$ cat src/rtl/mmpu_op_sequencer.sv
// Sequences one mMPU crossbar operation at a time: destination init (NOT/NOR), evaluation,
// and drive_en gating so every pulse starts only after its decoder fields have settled.
module mmpu_op_sequencer #(
    parameter int unsigned ADDR_W      = 10,
    parameter int unsigned INIT_CYCLES = 4,
    parameter int unsigned EVAL_CYCLES = 8,
    parameter int unsigned RW_CYCLES   = 2,
    parameter int unsigned CNT_W       = 8
) (
    input  logic              clock,
    input  logic              reset_n,
    input  logic              cmd_valid,
    output logic              cmd_ready,
    input  logic [1:0]        cmd_op,
    input  logic              cmd_col,
    input  logic [ADDR_W-1:0] cmd_dest,
    input  logic [ADDR_W-1:0] cmd_src1,
    input  logic [ADDR_W-1:0] cmd_src2,
    input  logic [ADDR_W-1:0] cmd_start,
    input  logic [ADDR_W-1:0] cmd_endx,
    output logic [1:0]        mem_op,
    output logic              col_flag,
    output logic [ADDR_W-1:0] dest_addr,
    output logic [ADDR_W-1:0] src1_addr,
    output logic [ADDR_W-1:0] src2_addr,
    output logic [ADDR_W-1:0] start,
    output logic [ADDR_W-1:0] endx,
    output logic              drive_en,
    output logic              busy,
    output logic              done,
    output logic              err
);

    localparam logic [2:0] S_IDLE       = 3'd0;
    localparam logic [2:0] S_INIT_SETUP = 3'd1;
    localparam logic [2:0] S_INIT_PULSE = 3'd2;
    localparam logic [2:0] S_EVAL_SETUP = 3'd3;
    localparam logic [2:0] S_EVAL_PULSE = 3'd4;
    localparam logic [2:0] S_DONE       = 3'd5;

    localparam logic [CNT_W-1:0]  INIT_LOAD = CNT_W'(INIT_CYCLES - 1);
    localparam logic [CNT_W-1:0]  EVAL_LOAD = CNT_W'(EVAL_CYCLES - 1);
    localparam logic [CNT_W-1:0]  RW_LOAD   = CNT_W'(RW_CYCLES - 1);
    localparam logic [ADDR_W-1:0] EMPTY_LO  = {ADDR_W{1'b1}};

    logic [2:0]        state_q, state_d;
    logic [CNT_W-1:0]  cnt_q, cnt_d;

    // Captured command
    logic [1:0]        op_q, op_d;
    logic              col_q, col_d;
    logic [ADDR_W-1:0] dest_q, dest_d;
    logic [ADDR_W-1:0] src1_q, src1_d;
    logic [ADDR_W-1:0] src2_q, src2_d;
    logic [ADDR_W-1:0] start_q, start_d;
    logic [ADDR_W-1:0] endx_q, endx_d;
    logic              rej_q, rej_d;

    // Registered outputs
    logic              cmd_ready_q, cmd_ready_d;
    logic [1:0]        mem_op_q, mem_op_d;
    logic              col_flag_q, col_flag_d;
    logic [ADDR_W-1:0] dest_addr_q, dest_addr_d;
    logic [ADDR_W-1:0] src1_addr_q, src1_addr_d;
    logic [ADDR_W-1:0] src2_addr_q, src2_addr_d;
    logic [ADDR_W-1:0] start_o_q, start_o_d;
    logic [ADDR_W-1:0] endx_o_q, endx_o_d;
    logic              drive_en_q, drive_en_d;
    logic              busy_q, busy_d;
    logic              done_q, done_d;
    logic              err_q, err_d;

    logic              accept_c;
    logic              bad_c;

    assign accept_c = cmd_valid && cmd_ready_q;

    // Command legality, evaluated on the raw inputs at the accept edge
    always_comb begin
        bad_c = (cmd_start > cmd_endx);
        case (cmd_op)
            2'b00:   bad_c = bad_c || (cmd_dest == cmd_src1);
            2'b01:   bad_c = bad_c || (cmd_dest == cmd_src1) || (cmd_dest == cmd_src2);
            default: bad_c = bad_c || (cmd_src1 > cmd_src2);
        endcase
    end

    // Next state, counter and capture
    always_comb begin
        state_d = state_q;
        cnt_d   = cnt_q;
        op_d    = op_q;
        col_d   = col_q;
        dest_d  = dest_q;
        src1_d  = src1_q;
        src2_d  = src2_q;
        start_d = start_q;
        endx_d  = endx_q;
        rej_d   = rej_q;
        case (state_q)
            S_IDLE: begin
                if (accept_c) begin
                    op_d    = cmd_op;
                    col_d   = cmd_col;
                    dest_d  = cmd_dest;
                    src1_d  = cmd_src1;
                    src2_d  = cmd_src2;
                    start_d = cmd_start;
                    endx_d  = cmd_endx;
                    rej_d   = bad_c;
                    if (bad_c)          state_d = S_DONE;
                    else if (cmd_op[1]) state_d = S_EVAL_SETUP;
                    else                state_d = S_INIT_SETUP;
                end
            end
            S_INIT_SETUP: begin
                state_d = S_INIT_PULSE;
                cnt_d   = INIT_LOAD;
            end
            S_INIT_PULSE: begin
                if (cnt_q == '0) state_d = S_EVAL_SETUP;
                else             cnt_d   = cnt_q - CNT_W'(1);
            end
            S_EVAL_SETUP: begin
                state_d = S_EVAL_PULSE;
                cnt_d   = op_q[1] ? RW_LOAD : EVAL_LOAD;
            end
            S_EVAL_PULSE: begin
                if (cnt_q == '0) state_d = S_DONE;
                else             cnt_d   = cnt_q - CNT_W'(1);
            end
            S_DONE:  state_d = S_IDLE;
            default: state_d = S_IDLE;
        endcase
    end

    // Output values registered from the current phase; idle fields describe an empty range
    always_comb begin
        mem_op_d    = 2'b00;
        col_flag_d  = 1'b0;
        dest_addr_d = '0;
        src1_addr_d = '0;
        src2_addr_d = '0;
        start_o_d   = EMPTY_LO;
        endx_o_d    = '0;
        drive_en_d  = 1'b0;
        done_d      = 1'b0;
        err_d       = 1'b0;
        case (state_q)
            S_INIT_SETUP, S_INIT_PULSE: begin
                mem_op_d    = 2'b10;
                col_flag_d  = col_q;
                dest_addr_d = dest_q;
                src1_addr_d = dest_q;
                src2_addr_d = dest_q;
                start_o_d   = start_q;
                endx_o_d    = endx_q;
                drive_en_d  = (state_q == S_INIT_PULSE);
            end
            S_EVAL_SETUP, S_EVAL_PULSE: begin
                mem_op_d    = op_q;
                col_flag_d  = col_q;
                dest_addr_d = dest_q;
                src1_addr_d = src1_q;
                src2_addr_d = src2_q;
                start_o_d   = start_q;
                endx_o_d    = endx_q;
                drive_en_d  = (state_q == S_EVAL_PULSE);
            end
            S_DONE: begin
                done_d = 1'b1;
                err_d  = rej_q;
            end
            default: ;
        endcase
        // Handshake flags react at the accept edge itself so no second command slips in
        cmd_ready_d = (state_q == S_IDLE) && !accept_c;
        busy_d      = (state_q != S_IDLE) || accept_c;
    end

    always_ff @(posedge clock or negedge reset_n) begin
        if (!reset_n) begin
            state_q     <= S_IDLE;
            cnt_q       <= '0;
            op_q        <= 2'b00;
            col_q       <= 1'b0;
            dest_q      <= '0;
            src1_q      <= '0;
            src2_q      <= '0;
            start_q     <= '0;
            endx_q      <= '0;
            rej_q       <= 1'b0;
            cmd_ready_q <= 1'b1;
            mem_op_q    <= 2'b00;
            col_flag_q  <= 1'b0;
            dest_addr_q <= '0;
            src1_addr_q <= '0;
            src2_addr_q <= '0;
            start_o_q   <= EMPTY_LO;
            endx_o_q    <= '0;
            drive_en_q  <= 1'b0;
            busy_q      <= 1'b0;
            done_q      <= 1'b0;
            err_q       <= 1'b0;
        end else begin
            state_q     <= state_d;
            cnt_q       <= cnt_d;
            op_q        <= op_d;
            col_q       <= col_d;
            dest_q      <= dest_d;
            src1_q      <= src1_d;
            src2_q      <= src2_d;
            start_q     <= start_d;
            endx_q      <= endx_d;
            rej_q       <= rej_d;
            cmd_ready_q <= cmd_ready_d;
            mem_op_q    <= mem_op_d;
            col_flag_q  <= col_flag_d;
            dest_addr_q <= dest_addr_d;
            src1_addr_q <= src1_addr_d;
            src2_addr_q <= src2_addr_d;
            start_o_q   <= start_o_d;
            endx_o_q    <= endx_o_d;
            drive_en_q  <= drive_en_d;
            busy_q      <= busy_d;
            done_q      <= done_d;
            err_q       <= err_d;
        end
    end

    assign cmd_ready = cmd_ready_q;
    assign mem_op    = mem_op_q;
    assign col_flag  = col_flag_q;
    assign dest_addr = dest_addr_q;
    assign src1_addr = src1_addr_q;
    assign src2_addr = src2_addr_q;
    assign start     = start_o_q;
    assign endx      = endx_o_q;
    assign drive_en  = drive_en_q;
    assign busy      = busy_q;
    assign done      = done_q;
    assign err       = err_q;

endmodule

$ cat config.mk
export PLATFORM = sky130hd
export DESIGN_NAME = mmpu_op_sequencer
export DESIGN_NICKNAME = d
export VERILOG_FILES = /design/src/rtl/mmpu_op_sequencer.sv
export SDC_FILE = /design/constraint.sdc
export NUM_CORES = 1
export LEC_CHECK = 0
export BUFFER_PORTS_ARGS = -buffer_cell sky130_fd_sc_hd__buf_2
export CAP_MARGIN = 20
export CORE_UTILIZATION = 46
export DETAILED_ROUTE_END_ITERATION = 10
export MAX_ROUTING_LAYER = met4
export PLACE_DENSITY = 0.68
export SLEW_MARGIN = 5
export SYNTH_ARGS = -nofsm -noshare
export SYNTH_HDL_FRONTEND = slang
export SYNTH_SLANG_ARGS = --single-unit
$ cat constraint.sdc
create_clock -name clock -period 1.9 [get_ports clock]
set_input_delay 0.38 -clock clock [delete_from_list [all_inputs] [get_ports clock]]
set_output_delay 0.38 -clock clock [all_outputs]
set_load 0.05 [all_outputs]
==> reports/results.txt <==
Number of buffers added on ports: 113
Synth cell types: 47
Number of standard cells in the layout, taps in and fillers out: 875
Synthesized netlist cell count: 538
Net switching fraction of the power: 41.3%
CTS buffer count: 17
Total global-route track usage: 23.5%
Crit. Startpoint: cmd_src2[5]
RePlAce Congestion: 0.860
Warnings, synthesis: 0
Number of instances in the placed design: 842
Violations in the final reports: negative hold slack
Reg2Reg Setup Slack: 0.17 ns
Synth Cell Area: 0.00577 mm2
Site row count: 40
Maximum count of clock buffers along a single path: 2
Critical Path Start Type: primary input
Summed area of non-filler cells in the final layout: 0.00756 mm2
Leak: 3.75 nW
Syn nets: 616
Detailed-route vias per instance: 5.22
Area contributors post-synth: sky130_fd_sc_hd__dfrtp_1 (49%), sky130_fd_sc_hd__nand2_1 (6.0%), sky130_fd_sc_hd__mux2_2 (5.1%)
Share of power burned in registers: 32.9%
Number of synthesized flops with an enable pin: 0
Overall power consumption: 13.6 mW
Maximum fanout count along the critical path: 3
Sequential element share of the synthesized area: 53.6%
Crit path kind: primary input to flip-flop
Synthesized area per cell: 10.7 um2
Die area: 0.0130 mm2
DRT iter0 DRCs: 276
Number of antenna repair diodes: 0
Area Growth Syn to Fin: 30.9%
Total core area: 0.0121 mm2
Maximum clock skew at final layout: 0.00867 ns
Last element of the critical path: state_q[2]$_DFFE_PN0P_
Switching Power: 5.63 mW
Share of the synthesized area in the top cell type: 48.6%
Shortest period the worst path allows: 1.82 ns
Worst min path class: primary input to async pin
Run status: finished with violations
Number of global-route vias before repair: 4530
Worst R2R Path Depth: 6
Die Y: 114 um
DRC violation count after routing: 0
Synthesized flop and latch total: 123
Endpoint of the lowest-slack register-to-register path: cnt_q[3]$_DFFE_PN0P_
Worst Tran Pin Value: 0.706 ns
Drt pass-1 iters: 5
Total I/O pin count: 114
Fin util: 62.4%
Most frequently used cell type in the post-synthesis netlist: sky130_fd_sc_hd__dfrtp_1
Number of nets still failing antenna checks after routing: 0
Post-layout net count: 772
Ratio of cells with drive above 1 in the final layout: 37.3%
Cell area reported after detailed placement: 0.00685 mm2
Clock transition at path regs: 0.06 ns
Top cells by instance count after synthesis: sky130_fd_sc_hd__dfrtp_1 (112), sky130_fd_sc_hd__nand2_1 (93), sky130_fd_sc_hd__o21ai_0 (32)
Crit end category: flip-flop
Logic gate share of total power: 42.6%
TritonCTS clock tree: yes
RSZ-0062 raised after global routing: yes
Total of hold buffers inserted after clock tree synthesis: 0
Overall overflow remaining after global route: 0
Die width: 114 um
Drt wl/cell: 15.9 um
Share of total power in the clock network: 24.4%
Clock sink count: 123
Number of failing setup endpoints in the final timing report: 0
IR drop worst, VDD: 0.800 mV
Global-route wire length before repair: 22300 um
Via count: 4570
Final clock period utilization by the worst path: 95.9%
Crit path arrival time: 2.12 ns
Endpoint required time on the critical path: 2.20 ns
Upper clock frequency limit: 549 MHz
Detailed Place HPWL: 9590 um
CTS root buf: sky130_fd_sc_hd__clkbuf_16
Rel. slew slack: 52.9%
Initial antenna violation count: 0
Final count of hold timing violations: 10
Detailed Route WL: 14000 um
Max-capacitance violation count: 0
Power density normalized to cell area: 1800 mW/mm2
Pin count of the biggest net entering global routing: 124
Number of levels the H-tree was split into: 4
Leading area contributor after synthesis: sky130_fd_sc_hd__dfrtp_1
Internal power consumption: 7.99 mW
Source-to-sink clock delay at the later pin of the worst-skew pair: 0.43 ns
Effective utilization at floorplan: 47.6%
Post-Route Hold Slack: -0.0189 ns
Async set or reset register ratio after synthesis: 100%
Crit Reg-Reg Startpoint: cnt_q[4]$_DFFE_PN0P_
Final Max Tran Viols: 0
Main flop type after synthesis: sky130_fd_sc_hd__dfrtp_1
## layout make-up
class	count	area, um2
fillers	1016	4560
well taps	168	210
clock inverters	15	186
multi-input cells	363	2560
repair buffers	163	981
clock buffers	17	425
flip-flops and latches	123	3090
inverters	26	97.6
## worst min path at each step
stage                                 from                endpoint  slack, ns  depth (start not counted)
floorplan                          reset_n          busy$_DFF_PN0_       0.08                          0
global placement    start_q[3]$_DFFE_PN0P_      start[3]$_DFF_PN1_       0.44                          1
detailed placement  start_q[3]$_DFFE_PN0P_      start[3]$_DFF_PN1_       0.45                          1
CTS                                reset_n  dest_addr[2]$_DFF_PN0_       0.08                          2
global route                       reset_n  src2_addr[2]$_DFF_PN0_       0.09                          2
finish                             reset_n  dest_addr[2]$_DFF_PN0_      -0.02                          2
## cell usage in the layout, fill, tap and decap left out, types with 3 or more instances in the layout
cell | synthesis | layout
sky130_fd_sc_hd__buf_12 | 0 | 3
sky130_fd_sc_hd__xnor2_1 | 10 | 10
sky130_fd_sc_hd__ha_1 | 22 | 20
sky130_fd_sc_hd__nand4_1 | 6 | 6
sky130_fd_sc_hd__xor2_1 | 15 | 15
sky130_fd_sc_hd__nand2_1 | 93 | 93
sky130_fd_sc_hd__nand2b_1 | 24 | 24
sky130_fd_sc_hd__clkbuf_16 | 0 | 17
sky130_fd_sc_hd__nor2_1 | 15 | 15
sky130_fd_sc_hd__a21oi_1 | 5 | 4
sky130_fd_sc_hd__inv_1 | 26 | 25
sky130_fd_sc_hd__o21ai_0 | 32 | 29
sky130_fd_sc_hd__mux2_2 | 26 | 26
sky130_fd_sc_hd__buf_2 | 7 | 112
sky130_fd_sc_hd__buf_4 | 0 | 48
sky130_fd_sc_hd__clkinv_4 | 0 | 3
sky130_fd_sc_hd__inv_6 | 0 | 6
sky130_fd_sc_hd__o31ai_1 | 4 | 4
sky130_fd_sc_hd__mux2_4 | 8 | 8
sky130_fd_sc_hd__nor2b_1 | 4 | 4
sky130_fd_sc_hd__dfrtp_1 | 112 | 112
sky130_fd_sc_hd__nor4_1 | 4 | 3
sky130_fd_sc_hd__o21ai_1 | 18 | 20
sky130_fd_sc_hd__and2_1 | 23 | 23
sky130_fd_sc_hd__a211oi_2 | 1 | 4
sky130_fd_sc_hd__dfstp_2 | 11 | 11
sky130_fd_sc_hd__bufinv_16 | 0 | 3
sky130_fd_sc_hd__a22oi_1 | 20 | 20
## stage by stage
step                      setup WS [ns]  setup TNS (ns)
after floorplan                 0.00895               0
after global placement           -0.522           -1.51
after detailed placement         -0.621           -1.81
after CTS                       0.00477               0
after global routing            -0.0559         -0.0649
final                            0.0786               0
## timing repair
item,4_1_cts,5_1_grt
setup endpoints to repair,3,7
setup buffers,0,1
cloned,0,0
pin swaps,0,6
resized for setup,3,15
## worst max-delay path: stages
cell,delay [ns]
sky130_fd_sc_hd__buf_2,0.10
sky130_fd_sc_hd__inv_1,0.05
sky130_fd_sc_hd__ha_1,0.32
sky130_fd_sc_hd__a21oi_1,0.22
sky130_fd_sc_hd__o21ai_2,0.11
sky130_fd_sc_hd__a2111oi_4,0.30
sky130_fd_sc_hd__buf_4,0.15
sky130_fd_sc_hd__o22ai_1,0.10
sky130_fd_sc_hd__a211oi_2,0.27
sky130_fd_sc_hd__o31ai_1,0.12
## state kept, by name (all words and copies together) (netlist names), 10 cells and up
name       flops
start         10
src2_q        10
src1_q        10
dest_addr     10
src2_addr     10
src1_addr     10
endx_q        10
start_q       10
dest_q        10
endx          10
## power groups by stage
stage	clock, mW	sequential [mW]	combinational, mW
6_report	3.33	4.49	5.81
5_1_grt	3.50	4.61	6.29
4_1_cts	3.39	4.48	5.79
3_5_place_dp	0	4.51	5.75
3_3_place_gp	0	4.45	5.57
2_1_floorplan	0	5.84	2.78
## routing by layer
layer | wire, um | up-vias | track usage, %
met5 | 0 | - | -
met2 | 6840 | 155 | 37.1
li1 | - | 2140 | -
met1 | 5910 | 2244 | 28.0
met3 | 859 | 31 | 6.75
met4 | 343 | 0 | 10.7
## kinds of logic (layout without fill, tap and decap cells)
family,Yosys count,count (layout),synth area share (%)
simple gates,185,185,16.1
buf+inv,52,221,3.79
mux,35,35,7.33
xor+xnor,26,26,4.08
compound gates,95,95,10.3
flops,123,123,53.6
fa+ha+maj,22,22,4.77
Power figures use the tool's default switching activity.
